## src/rtl/rng_scheduler.sv

```systemverilog
// rng_scheduler: round-robin arbiter sharing one LFSR among NUM_REQ agents.
// A grant holds the LFSR Enable for SETTLE cycles so a fresh sample clears
// the LFSR output synchronizer, then the sample is returned to the owner
// with a one-cycle rand_valid strobe.
// Optional feature macro: RNG_SCHED_REJECT_EN
//   defined   -> per-agent exclusive upper bound via rejection sampling,
//                up to MAX_RETRY redraws, then a fallback value of 0
//   undefined -> limit is ignored and every sample is accepted
module rng_scheduler #(
  parameter int NUM_REQ   = 4,
  parameter int WIDTH     = 9,
  parameter int SETTLE    = 2,
  parameter int MAX_RETRY = 3
) (
  input  logic                       Clk,
  input  logic                       reset,
  input  logic [NUM_REQ-1:0]         req,
  input  logic [NUM_REQ*WIDTH-1:0]   limit,
  input  logic [WIDTH-1:0]           rng_in,
  output logic                       rng_enable,
  output logic [NUM_REQ-1:0]         grant,
  output logic [WIDTH-1:0]           rand_out,
  output logic                       rand_valid
);

  localparam int PTR_W   = (NUM_REQ > 1) ? $clog2(NUM_REQ) : 1;
  localparam int CNT_W   = (SETTLE > 1) ? $clog2(SETTLE) : 1;
  localparam logic [CNT_W-1:0] CNT_LAST = CNT_W'(SETTLE - 1);
  localparam logic [PTR_W-1:0] PTR_LAST = PTR_W'(NUM_REQ - 1);

  typedef enum logic [1:0] {
    S_IDLE,
    S_DRAW,
    S_CHECK,
    S_DONE
  } state_t;

  state_t               r_state;
  logic [NUM_REQ-1:0]   r_grant;
  logic [PTR_W-1:0]     r_idx;
  logic [PTR_W-1:0]     r_ptr;
  logic [CNT_W-1:0]     r_cnt;
  logic [WIDTH-1:0]     r_rand;

  logic                 w_any;
  logic [PTR_W-1:0]     w_pick;
  logic [NUM_REQ-1:0]   w_pick_oh;
  logic [PTR_W-1:0]     w_next_ptr;
  logic                 w_own_req;
  logic                 w_accept;

`ifdef RNG_SCHED_REJECT_EN
  localparam int RETRY_W = (MAX_RETRY > 0) ? $clog2(MAX_RETRY + 1) : 1;
  localparam logic [RETRY_W-1:0] RETRY_LAST = RETRY_W'(MAX_RETRY);

  logic [RETRY_W-1:0]   r_retry;
  logic [WIDTH-1:0]     w_limit;

  // Bound of the current owner; grant is one-hot so at most one slice hits.
  always_comb begin
    w_limit = '0;
    for (int unsigned i = 0; i < NUM_REQ; i++) begin
      if (r_grant[i]) begin
        w_limit = limit[i*WIDTH +: WIDTH];
      end
    end
  end

  // A zero bound means unbounded; otherwise exclusive unsigned upper bound.
  always_comb begin
    w_accept = (w_limit == '0) || (rng_in < w_limit);
  end
`else
  logic w_limit_unused;

  assign w_limit_unused = ^limit;

  // Without range limiting every sample is taken as drawn.
  always_comb begin
    w_accept = 1'b1;
  end
`endif

  // Round-robin pick: first pending request at or after r_ptr, wrapping.
  always_comb begin
    w_any     = 1'b0;
    w_pick    = '0;
    w_pick_oh = '0;
    for (int unsigned k = 0; k < NUM_REQ; k++) begin
      for (int unsigned i = 0; i < NUM_REQ; i++) begin
        if (!w_any && req[i] && (i == ((32'(r_ptr) + k) % NUM_REQ))) begin
          w_any        = 1'b1;
          w_pick       = i[PTR_W-1:0];
          w_pick_oh[i] = 1'b1;
        end
      end
    end
  end

  // Pointer moves just past the index that was served or aborted.
  always_comb begin
    w_next_ptr = (r_idx == PTR_LAST) ? '0 : r_idx + 1'b1;
    w_own_req  = |(req & r_grant);
  end

  // Draw sequencing; an owner dropping its request aborts DRAW/CHECK.
  always_ff @(posedge Clk) begin
    if (reset) begin
      r_state <= S_IDLE;
      r_grant <= '0;
      r_idx   <= '0;
      r_ptr   <= '0;
      r_cnt   <= '0;
      r_rand  <= '0;
`ifdef RNG_SCHED_REJECT_EN
      r_retry <= '0;
`endif
    end else begin
      case (r_state)
        S_IDLE: begin
          if (w_any) begin
            r_grant <= w_pick_oh;
            r_idx   <= w_pick;
            r_cnt   <= '0;
`ifdef RNG_SCHED_REJECT_EN
            r_retry <= '0;
`endif
            r_state <= S_DRAW;
          end
        end
        S_DRAW: begin
          if (!w_own_req) begin
            r_ptr   <= w_next_ptr;
            r_grant <= '0;
            r_cnt   <= '0;
            r_state <= S_IDLE;
          end else if (r_cnt == CNT_LAST) begin
            r_cnt   <= '0;
            r_state <= S_CHECK;
          end else begin
            r_cnt   <= r_cnt + 1'b1;
          end
        end
        S_CHECK: begin
          if (!w_own_req) begin
            r_ptr   <= w_next_ptr;
            r_grant <= '0;
            r_state <= S_IDLE;
          end else if (w_accept) begin
            r_rand  <= rng_in;
            r_state <= S_DONE;
          end
`ifdef RNG_SCHED_REJECT_EN
          else if (r_retry != RETRY_LAST) begin
            r_retry <= r_retry + 1'b1;
            r_state <= S_DRAW;
          end else begin
            r_rand  <= '0;
            r_state <= S_DONE;
          end
`endif
        end
        S_DONE: begin
          r_ptr   <= w_next_ptr;
          r_grant <= '0;
          r_state <= S_IDLE;
        end
        default: begin
          r_grant <= '0;
          r_state <= S_IDLE;
        end
      endcase
    end
  end

  assign rng_enable = (r_state == S_DRAW);
  assign rand_valid = (r_state == S_DONE);
  assign grant      = r_grant;
  assign rand_out   = r_rand;

endmodule

```

## config.mk

```make
export PLATFORM = sky130hd
export DESIGN_NAME = rng_scheduler
export DESIGN_NICKNAME = d
export VERILOG_FILES = /design/src/rtl/rng_scheduler.sv
export SDC_FILE = /design/constraint.sdc
export NUM_CORES = 1
export LEC_CHECK = 0
export CORE_ASPECT_RATIO = 0.8
export CORE_UTILIZATION = 35
export CTS_BUF_LIST = sky130_fd_sc_hd__clkbuf_4
export DETAILED_ROUTE_END_ITERATION = 7
export PLACE_DENSITY = 0.88
export SYNTH_ARGS = -nofsm -noshare
export SYNTH_HDL_FRONTEND = slang
export SYNTH_SLANG_ARGS = --single-unit
export TNS_END_PERCENT = 10
```

## constraint.sdc

```tcl
create_clock -name Clk -period 1.5 [get_ports Clk]
set_clock_uncertainty 0.05 [all_clocks]
set_input_delay 0.15 -clock Clk [delete_from_list [all_inputs] [get_ports Clk]]
set_output_delay 0.15 -clock Clk [all_outputs]
set_load 0.02 [all_outputs]
```

== After elaboration in Yosys (flattened, before gate mapping) ==
Index checks and enable logic that the tools add are counted.

* Output and inout port bits: 15
* Register bits after elaboration: 20
* Input bits: 51
* Word-level logic and storage cells: 153

* Muxes and demuxes: 61
* Bitwise operators: 1
* Add/subtract/negate cells: 5
* Reductions and logical operators: 61
* Equality and inequality tests: 19

{| class="wikitable"
|+ Operators with widths
! kind !! number
|-
| logical NOT 32 bit || 4
|-
| two-way mux 2 bit || 20
|-
| two-way mux 1 bit || 35
|-
| logical AND 1 bit || 31
|-
| equality test 2 bit (first input constant) || 8
|-
| logical NOT 1 bit || 15
|-
| case mux 4 bit (3 select lines) || 1
|-
| AND reduction 2 bit || 6
|-
| equality test 1 x 2 -> 1 bit (first input constant) || 4
|-
| two-way mux 4 bit || 2
|-
| case mux 2 bit (4 select lines) || 1
|-
| equality test 2 bit (second input constant) || 3
|-
| adder 2 x 1 -> 2 bit (second input constant) || 2
|-
| adder 2 bit (second input constant) || 2
|-
| bitwise AND 4 bit || 1
|-
| != test 2 bit (second input constant) || 2
|-
| case mux 2 bit (2 select lines) || 1
|-
| nonzero test 2 bit || 2
|-
| OR reduction 4 bit || 1
|-
| != test 3 bit (second input constant) || 1
|-
| equality test 2 x 1 -> 1 bit (second input constant) || 1
|-
| logical NOT 2 bit || 1
|-
| case mux 1 bit (2 select lines) || 1
|-
| OR reduction 2 bit || 1
|-
| adder 1 bit (second input constant) || 1
|}

== Depth between registers and ports, before layout ==
Gate-level depths: netlist (run 1).

* Depth in word-level cells: 65
* Mapped depth: 6
* Mapped depth without buffers: 6

== Worst setup path before layout (run 1) ==
Ideal clock, no wire load.

* Path type: register to register
* From: register r_state[0]
* To: register r_grant[1], in the netlist grant[1]
* Setup slack: -165 ps
* Buffers on the path: 0
* Clock period less this slack: 1665 ps
* Setup time: 70 ps
* Data required time: 1380 ps
* Arrival time: 1546 ps
* Cell stages (with the launch flop): 6
* Cell sequence: dfxtp_1 inv_1 ha_1 a21boi_2 or4b_1 a21oi_1

* Cells in the longest elaborated chain, start to end: 4
* Elaborated cells between the ends (all ways): 9
* Classes of those cells: 5 x eq/ne; 1 x mux; 3 x reduce/logical

{| class="wikitable"
|+ RTL lines
! what !! line !! text
|-
| from (decl) || 38 || <nowiki>state_t r_state;</nowiki>
|-
| from (signal assigned) || 109 || <nowiki>r_state <= S_IDLE;</nowiki>
|-
| from (signal assigned) || 128 || <nowiki>r_state <= S_DRAW;</nowiki>
|-
| from (signal assigned) || 136 || <nowiki>r_state <= S_IDLE;</nowiki>
|-
| equality test 2 x 1 -> 1 bit or equality test 2 bit (tied branches) || 119 || <nowiki>case (r_state)</nowiki>
|-
| OR reduction 2 bit (no line) || -- ||
|-
| != test 2 bit (no line) || -- ||
|-
| AND reduction 2 bit (no line) || -- ||
|-
| to (signal assigned) || 122 || <nowiki>r_grant <= w_pick_oh;</nowiki>
|-
| to (decl) || 39 || <nowiki>logic [NUM_REQ-1:0] r_grant;</nowiki>
|}

Parallel ways exist; a longest one is shown, timed or not.
A chain may end at the register's enable or synchronous reset.

== Worst setup path in the final report (run 1) ==
* From: register r_state[1]
* To: register r_grant[1], in the netlist grant[1]

Same word-level chain as after synthesis.

==> qor.yml, run 1 <==
grt_max_degree: 17
use_met2: 0.281
synth_top_cell_area_share: 0.342
dr_total_vias: 1099
leakagePower_nw: 0.899
path_class: "register to register"
drt-total-wl_um: 2930
maxCapViolations: 0
relSlewSlack: 0.726
syn-cell-area_um2: 1170
port_buffers: 29
min_path_cells: 4
drt_iter0_drc: 57
synth.area.top_cells: "dfxtp_1 (34%), mux2i_1 (8.5%), ha_1 (6.4%), a21oi_1 (5.1%), nor2_1 (4.5%)"
endpoint_kind: "register"
reg2reg_slack_ns: -0.06
area_growth_pct: 47.5
n_fill_cell: 288
clock_latency_ns: 0.31
rr_endpoint: "grant[1]$_SDFFE_PP0P_"
yosysMostFrequentCell: "dfxtp_1"
dpl.hpwl_um: 2160
r2r_cells: 5
grt_pass1_wl_um: 4600
fin_crit_sh: 1.04
ant_nets: 0
timing.critical_path.from_type: "register"
ys_ff_latch: 20
cp_cell_sequence: "inv_4 -> ha_4 -> a21boi_4 -> or4b_4 -> a21oi_2"
rsz0062_at_grt: "yes"
setup_tns_ns: -0.165
path_clk_slew_ns: 0.12
tightest_slew_ns: 0.409
die_y_um: 53.7
synthMuxAreaShare: 0.0855
top_usage_layer: "met2"
nets: 230
yosys.area_share.simple: 0.155
r2r_start: "r_state[1]$_SDFFE_PP0P_"
finalHoldViolCount: 0
diodes: 0
initial_core_util: 0.374
synth_common_cells: "dfxtp_1 (20), nor2_1 (14), a21oi_1 (12)"
cp_slowest_cell: "or4b_4"
cts_sinks: 20
seq_area_frac_synth: 0.342
setup_violations: 4
synth_top_family_by_area: "compound AO/OA/AOI/OAI gates"
viasPerCell: 5.18
cts_root_buf: "clkbuf_4"
syn-num-nets: 185
cts.path.max_buffers: 2
regArea_um2: 408
wl_per_cell_um: 13.8
synthXorXnorAreaFrac: 0
worst_slack_ns: -0.0623
met1_usage: 0.228
post-route-util: 0.552
crit_family: "simple AND/OR/NAND/NOR gates"
synth_compound_area_frac: 0.255
hold_path_end: "r_idx[0]$_SDFFE_PP0P_"
grtUsageMet3: 0.0508
cts_tree: "yes"
drive_above_1_share: 0.291
num_rows: 18
total_power_mw: 1.40
gp_congestion: 0.911
powerDensity_nw_per_um2: 812
htreeDepth: 1
dp_slack_ns: -0.463
syn_inst: 128
fin_cells: 212
dr.pass1.iters: 4
fmax_ghz: 0.640
place_inst: 207
synth_adder_area_share: 0.0641
multi_input_area_um2: 721
syn_avg_cell_area_um2: 9.15
status: "finished, violations left"
required_ns: 1.71
core-area_um2: 3130
drv_slew: 0
synth-main-ff-cell: "dfxtp_1"
dieArea_um2: 3580
overflow: 0
cpPeakStageDelay_ns: 0.53
synth-edff-count: 0
peakVddDrop_mv: 0.572
cp.arrival_ns: 1.78
crit_path_max_fanout: 4
yosysWarnings: 0
synth_cell_type_count: 43
antenna_found_initial: 0
grt_pass1_vias: 976
ios: 66
cts_buffers: 3
min_from: "req[3]"
hp-class: "input port to register"
die_x_um: 66.7
path_buf_inv: 1
synth_area_leader_cell: "dfxtp_1"
grtUsageTotal: 0.173
violations: "setup timing"
period_needed_ns: 1.56
drc_errors: 0
async_flop_share: 0
[metrics by stage]
step / hold WS [ns] / cell area [um^2]
6_report: 0.371 / 1730
3_5_place_dp: 0.432 / 1610
5_1_grt: 0.371 / 1730
2_1_floorplan: 0.244 / 1200
4_1_cts: 0.376 / 1660
3_3_place_gp: 0.420 / 1610
[registers in the layout, summed over array words and instances, names as in the netlist]
name      cells
r_state       2
rand_out      9
r_idx         2
r_cnt         1
grant         4
r_ptr         2
[kinds of logic (layout without fill, tap and decap cells)]
| group | Yosys count | after routing |
|---|---|---|
| multiplexers | 10 | 10 |
| flip-flops | 20 | 20 |
| buffers and inverters | 17 | 61 |
| AO/OA/AOI/OAI | 41 | 41 |
| adder cells (fa/ha/maj) | 6 | 6 |
| AND/OR/NAND/NOR | 34 | 34 |
[repair_timing]
action                     4_1_cts  5_1_grt
setup endpoints to repair       17       17
hold buffers                     0        0
pin swaps                        2        3
gates resized for setup         12       23
hold endpoints to repair         0        0
buffers inserted                 0        1
[where the power goes]
group          internal (mW)  leakage (nW)  total (mW)  switching [mW]
Combinational          0.185         0.707       0.360           0.175
Clock                  0.270        0.0279       0.451           0.181
Sequential             0.559         0.164       0.592          0.0332
Total                   1.01         0.899        1.40           0.389
[area by class of cell]
type                       instances  share of cell area
sequential                        20               0.236
inverter                           8              0.0217
clock inverter                     1              0.0174
clock buffer                       3              0.0130
timing repair buffer              49               0.266
multi-input combinational         91               0.417
tap                               40              0.0290
[worst max path at each step]
stage | endpoint | depth (start not counted) | from
4_1_cts | grant[0]$_SDFFE_PP0P_ | 5 | r_state[1]$_SDFFE_PP0P_
5_1_grt | grant[1]$_SDFFE_PP0P_ | 5 | r_state[1]$_SDFFE_PP0P_
3_3_place_gp | grant[2]$_SDFFE_PP0P_ | 5 | req[0]
3_5_place_dp | r_cnt$_SDFFE_PP0P_ | 5 | req[0]
6_report | grant[1]$_SDFFE_PP0P_ | 5 | r_state[1]$_SDFFE_PP0P_
2_1_floorplan | grant[1]$_SDFFE_PP0P_ | 5 | r_state[1]$_SDFFE_PP0P_
[layout by cell type (no fill, tap or decap), drive strengths merged, types with 3 or more instances in the layout]
master / netlist / final
dlymetal6s2s: 0 / 7
inv: 8 / 8
dfxtp: 20 / 20
clkdlybuf4s50: 0 / 13
dlygate4sd2: 0 / 8
clkbuf: 4 / 4
a21oi: 12 / 12
buf: 5 / 20
o21ai: 10 / 10
nand2: 6 / 6
ha: 6 / 6
mux2i: 10 / 10
nor2: 15 / 15
a22oi: 3 / 3
[worst reg2reg max path, cell delays in order, from the launching register on]
cell and delay, ns:
dfxtp_2 0.38, inv_4 0.05, ha_4 0.24, a21boi_4 0.15, or4b_4 0.53, a21oi_2 0.12
[metal layers]
metal / up-vias / part of all wire
met5: - / 0
met1: 505 / 0.47
li1: 549 / -
met4: 0 / 0.0058
met2: 42 / 0.44
met3: 3 / 0.082
Power figures use the tool's default switching activity.
==> inputs of run 2 (changes only) <==
ABC_AREA = 1   (was unset)
CORE_UTILIZATION = 37   (was 35)
PLACE_DENSITY = 0.89   (was 0.88)
==> run 2 against run 1 <==
  * The flow still finishes with violations (setup timing)
  * Critical path depth rose by 10
  * Sequential cell count did not move
  * Sequential power rose by 35%
  * Maximum frequency fell by 23%
  * Non-clock buffer count rose by 19
  * Die area rose by 4.3%
  * First-iteration DRC count fell by 1.8%
==> qor.yml, run 2 <==
layout_commonest_cell: "nor2_1"
relSlewSlack: 0.754  # +0.0276
area_growth_pct: 56.2
rsz0062_at_grt: "yes"
drive_above_1_share: 0.278  # -0.0125
diodes: 0  # unchanged
grtUsageTotal: 0.216  # +0.0432
syn_inst: 197  # +54%
largest_reg_flops: 9  # unchanged
synth_cell_type_count: 24  # -44%
htreeDepth: 1  # unchanged
viasPerCell: 4.97  # -4.1%
syn_avg_cell_area_um2: 6.56  # -28%
dr_total_vias: 1522  # +38%
p_seq_frac: 0.274  # -0.148
swShare: 0.453  # +0.176
period_needed_ns: 2.04  # +0.478 ns
wl_per_cell_um: 12.1  # -12%
seq_area_frac_synth: 0.310  # -0.0321
drc_errors: 0  # unchanged
die_x_um: 68.1  # +2.1%
synth-main-ff-cell: "dfxtp_1"
pwr-share-comb: 0.637  # +0.380
yosysWarnings: 0  # unchanged
path_class: "register to register"
synth_area_leader_cell: "dfxtp_1"
required_ns: 1.69  # -0.02 ns
clockPowerShare: 0.089  # -0.233
core-area_um2: 3200  # +2.2%
dpl.hpwl_um: 2860  # +32%
synth_top_cell_area_share: 0.310  # -0.0321
ios: 66  # unchanged
async_flop_share: 0  # unchanged
cts_root_buf: "clkbuf_4"
grt_pass1_vias: 1410  # +44%
crit_path_max_fanout: 6  # +2
fin_crit_sh: 1.36  # +0.318
yosysMostFrequentCell: "nor2_1"
cts.path.max_buffers: 2  # unchanged
die_y_um: 54.9  # +2.1%
hp-class: "input port to register"
syn-num-nets: 254  # +37%
ctsHoldBuffers: 0  # unchanged
p_sw_mw: 1.33  # +240%
post-route-util: 0.631  # +0.0795
fmax_ghz: 0.490  # -23%
grt_max_degree: 12  # -5
worst_slack_ns: -0.540  # -0.478 ns
synth.area.top_cells: "dfxtp_1 (31%), nor2_1 (12%), nand2_1 (11%), nand3_1 (6.2%), inv_1 (6.1%)"
endpoint_kind: "register"
gp_congestion: 0.915  # +0.35%
cts_sinks: 20  # unchanged
syn-cell-area_um2: 1290  # +10%
powerDensity_nw_per_um2: 1450  # +79%
peakVddDrop_mv: 0.876  # +53%
synth_common_cells: "nor2_1 (42), nand2_1 (37), inv_1 (21)"
nets: 324  # +41%
leakagePower_nw: 1.05  # +17%
dp_slack_ns: -0.765  # -0.302 ns
maxCapViolations: 0  # unchanged
port_buffers: 29  # unchanged
path_clk_slew_ns: 0.12  # about the same
violations: "setup timing"
ant_nets: 0  # unchanged
cts_tree: "yes"
synth-edff-count: 0  # unchanged
drt_iter0_drc: 56  # -1.8%
status: "finished, violations left"
total_power_mw: 2.93  # +110%
clock_latency_ns: 0.31  # about the same
tightest_slew_ns: 0.368  # -0.0409 ns
setup_tns_ns: -4.64  # -4.47 ns
dieArea_um2: 3740  # +4.3%
finalHoldViolCount: 0  # unchanged
cts_buffers: 3  # unchanged
initial_core_util: 0.404  # +0.0300
cp.arrival_ns: 2.23  # +0.45 ns
ys_ff_latch: 20  # unchanged
timing.critical_path.from_type: "register"
antenna_found_initial: 0  # unchanged
drt-total-wl_um: 3710  # +27%
overflow: 0  # unchanged
design_area_um2: 2020  # +17%
p_int_mw: 1.60  # +58%
dr.pass1.iters: 4  # unchanged
num_rows: 18  # unchanged
drv_slew: 0  # unchanged
final_cell_mix: "nor2_1 (40), buf_4 (37), nand2_1 (32), inv_1 (19), dfxtp_1 (18)"
dpl_cell_area_um2: 1900  # +18%
setup_violations: 9  # +5
grt_pass1_wl_um: 6070  # +32%
[run 2: what timing repair did]
action,CTS,global route
buffers inserted,4,0
gates resized for setup,18,18
setup endpoints to repair,25,28
gates cloned,1,0
[run 2: cell families after synthesis]
logic type | count (synthesis) | synth area share
AND/OR/NAND/NOR | 114 | 0.427
buffers and inverters | 29 | 0.0920
AO/OA/AOI/OAI | 28 | 0.113
flip-flops | 20 | 0.310
adder cells (fa/ha/maj) | 6 | 0.0581
[run 2: metal layers]
| metal | routed length [um] | vias up | GRT usage |
|---|---|---|---|
| li1 | - | 782 | - |
| met1 | 1780 | 677 | 0.293 |
| met2 | 1670 | 59 | 0.355 |
| met3 | 243 | 4 | 0.0458 |
| met4 | 24 | 0 | 0.0347 |
| met5 | 0 | - | 0 |
[run 2: worst paths after layout]
| check | start | to | slack (ns) | cells after the start |
|---|---|---|---|---|
| setup / recovery | r_ptr[0]$_SDFFE_PP0P_ | r_state[0]$_SDFFE_PP0P_ | -0.54 | 15 |
| hold / removal | reset | r_idx[1]$_SDFFE_PP0P_ | 0.36 | 2 |
| setup reg to reg | r_ptr[0]$_SDFFE_PP0P_ | r_state[0]$_SDFFE_PP0P_ | -0.54 | 15 |
| hold reg to reg | rand_out[8]$_SDFFE_PP0P_ | rand_out[8]$_SDFFE_PP0P_ | 0.44 | 2 |
[run 2: layout make-up]
class | instances | area [um^2]
Inverter | 25 | 93.8
Multi-Input combinational cell | 149 | 851
Fill cell | 282 | 1180
Sequential cell | 20 | 408
Clock buffer | 3 | 22.5
Timing Repair Buffer | 68 | 591
Tap cell | 40 | 50.0
Clock inverter | 1 | 3.75
[run 2: stage by stage]
| step | std cells | hold WS [ns] |
|---|---|---|
| 2_1_floorplan | 197 | 0.169 |
| 5_1_grt | 306 | 0.358 |
| 3_5_place_dp | 297 | 0.421 |
| 4_1_cts | 306 | 0.347 |
| 6_report | 306 | 0.359 |
| 3_3_place_gp | 297 | 0.406 |
[run 2: power by group through the flow]
stage	sequential (mW)	combinational [mW]	clock, mW
final	0.802	1.87	0.262
after global routing	0.818	2.07	0.292
after CTS	0.800	1.81	0.268
after detailed placement	0.809	1.74	0
after global placement	0.799	1.70	0
after floorplan	0.856	0.990	0
[run 2: critical path, cell delays in order, from the launching register on]
cell	delay, ns
dfxtp_4	0.41
inv_2	0.06
nand3_2	0.06
nand2_2	0.08
nor2_4	0.14
nand4_4	0.10
nor2_4	0.12
nand4_4	0.11
nor2_4	0.12
nand3_2	0.11
nor2_4	0.15
buf_4	0.14
nand3_4	0.08
nand3_1	0.09
nand2_1	0.06
nor2_1	0.08
==> variant: new RTL, flow settings as in run 1 <==
The option `RNG_SCHED_REJECT_EN` is turned on by a define.
--- a/src/rtl/rng_scheduler.sv
+++ b/src/rtl/rng_scheduler.sv
@@ -6,6 +6,8 @@
 //   defined   -> per-agent exclusive upper bound via rejection sampling,
 //                up to MAX_RETRY redraws, then a fallback value of 0
 //   undefined -> limit is ignored and every sample is accepted
+`define RNG_SCHED_REJECT_EN
+
 module rng_scheduler #(
   parameter int NUM_REQ   = 4,
   parameter int WIDTH     = 9,
Check against the original RTL: not settled (the Yosys comparison gave no result); the edit may change what the design does.
==> variant against run 1 <==
  * Global-route usage is 5.5 points higher
  * Sequential cell count is 2 higher
  * Clock power increased by 4.7%
  * Routed wire length is 96% higher
  * Largest cell class unchanged
  * Power rose by 49%
  * Die area rose by 35%
  * Combinational power grew to 2.7 times the old value
  * The run still ends with setup timing left
  * Critical endpoint is now r_retry[0]
  * Area after synthesis up 36%
  * Highest routed layer unchanged
  * Worst setup slack got worse by 1200 ps
  * Design area increased by 64%
==> variant: results (changes against run 1) <==
cp-startpoint: "grant[3]"  # was r_state[1]
p_sw_share_pct: 32.7  # was 27.7%
clk_pin_slew_worst_paths_ps: 140  # was 120 ps
leakage_uw: 0.00133  # was 0.000899 uW
multi_input_gates: 149  # was 91
synth_commonest_cells: "22 x dfxtp_1, 17 x a21oi_1, 16 x nor2_1"  # was 20 x dfxtp_1, 14 x nor2_1, 12 x a21oi_1
dp_hpwl_mm: 4.09  # was 2.16 mm
yosys.area_share.adder_pct: 11.8  # was 6.41%
whs_path_depth: 2  # was 4
drt_iter0_drc: 83  # was 57
synth-compound-area-share_pct: 34.7  # was 25.5%
min_to: "rand_out[0]"  # was r_idx[0]
portBuffers: 65  # was 29
dp.cells: 342  # was 207
critPathMaxStageDelay_ps: 380  # was 530 ps
vias: 1973  # was 1099
slew-limit-headroom_pct: 77.2  # was 72.6%
nonClockBufferCount: 111  # was 49
place_congestion: 0.888  # was 0.911
synthMuxAreaShare_pct: 1.96  # was 8.55%
outcome: "complete, but fails checks"  # unchanged
seq-cell-share_pct: 16.0  # was 23.6%
track_usage_pct: 22.8  # was 17.3%
syn_nets: 254  # was 185
critPathMaxFanout: 6  # was 4
reg2regPathDepth: 13  # was 5
fin_ws_ps: -1280  # was -62.3 ps
wl_per_cell_um: 16.2  # was 13.8 um
finalNetCount: 364  # was 230
hold_path.startpoint: "rng_in[0]"  # was req[3]
grt_pass1_wl_mm: 8.78  # was 4.60 mm
pg_comb_uw: 981  # was 360 uW
clock_power_uw: 472  # was 451 uW
clock_area_share_pct: 1.86  # was 3.04%
first_global_vias: 1874  # was 976
cp_slowest_cell: "dfxtp_4"  # was or4b_4
placed_cell_area_um2: 2580  # was 1610 um^2
async_flop_share_pct: 0  # unchanged
fillCellCount: 308  # was 288
dieArea_um2: 4830  # was 3580 um^2
powerDensity_nw_per_um2: 740  # was 812 nW/um^2
pre_cts_ws_ps: -1390  # was -463 ps
synth_area_per_cell_um2: 8.47  # was 9.15 um^2
postCtsSetupRepairBufs: 5  # was 0
violations: "setup timing"  # unchanged
ys_seq_elements: 22  # was 20
peakVddDrop_v: 0.000424  # was 0.000572 V
yosys-top-cells-area: "dfxtp_1 28%, ha_1 12%, a21oi_1 5.3%, a22o_1 4.9%, nor2_1 3.8%"  # was dfxtp_1 34%, mux2i_1 8.5%, ha_1 6.4%, a21oi_1 5.1%, nor2_1 4.5%
setup_viol: 17  # was 4
worst_ep_arrival_time_ps: 2960  # was 1780 ps
synthDistinctLibCells: 46  # was 43
nNonClkInverters: 11  # was 8
grt_max_degree: 15  # was 17
[variant: changes by cell type in the layout (fill, tap and decap cells not counted), moves of 4 or more]
cell / change
a21oi_1: +6
a221o_2: +5
a22o_1: +8
a22oi_2: +4
buf_4: +24
clkdlybuf4s50_1: +37
ha_1: +9
inv_1: +6
mux2i_1: -9
nand2_1: +5
nor3_1: +5
o21ai_0: -7
o22ai_1: +7
[variant: per-stage QoR]
stage	hold slack [ps]	TNS, ps	power, uW
2_1_floorplan	172	-14900	1120
3_3_place_gp	415	-16590	1450
3_5_place_dp	422	-18610	1480
4_1_cts	395	-14020	2020
5_1_grt	396	-16570	2200
6_report	391	-14890	2090
[variant: routing by layer]
layer	global-route usage, %	wire [um]	share of wire (%)
met4	6.84	194	3.4
met1	27.3	2400	42
met3	4.56	356	6.2
met2	40.6	2800	49
met5	0	0	0
[variant: critical path: cells and delay by family (launching register included)]
kind,cells,cell delay (ps)
fa+ha+maj,1,270
compound gates,7,1380
simple gates,1,160
buf+inv,4,450
flops,1,380
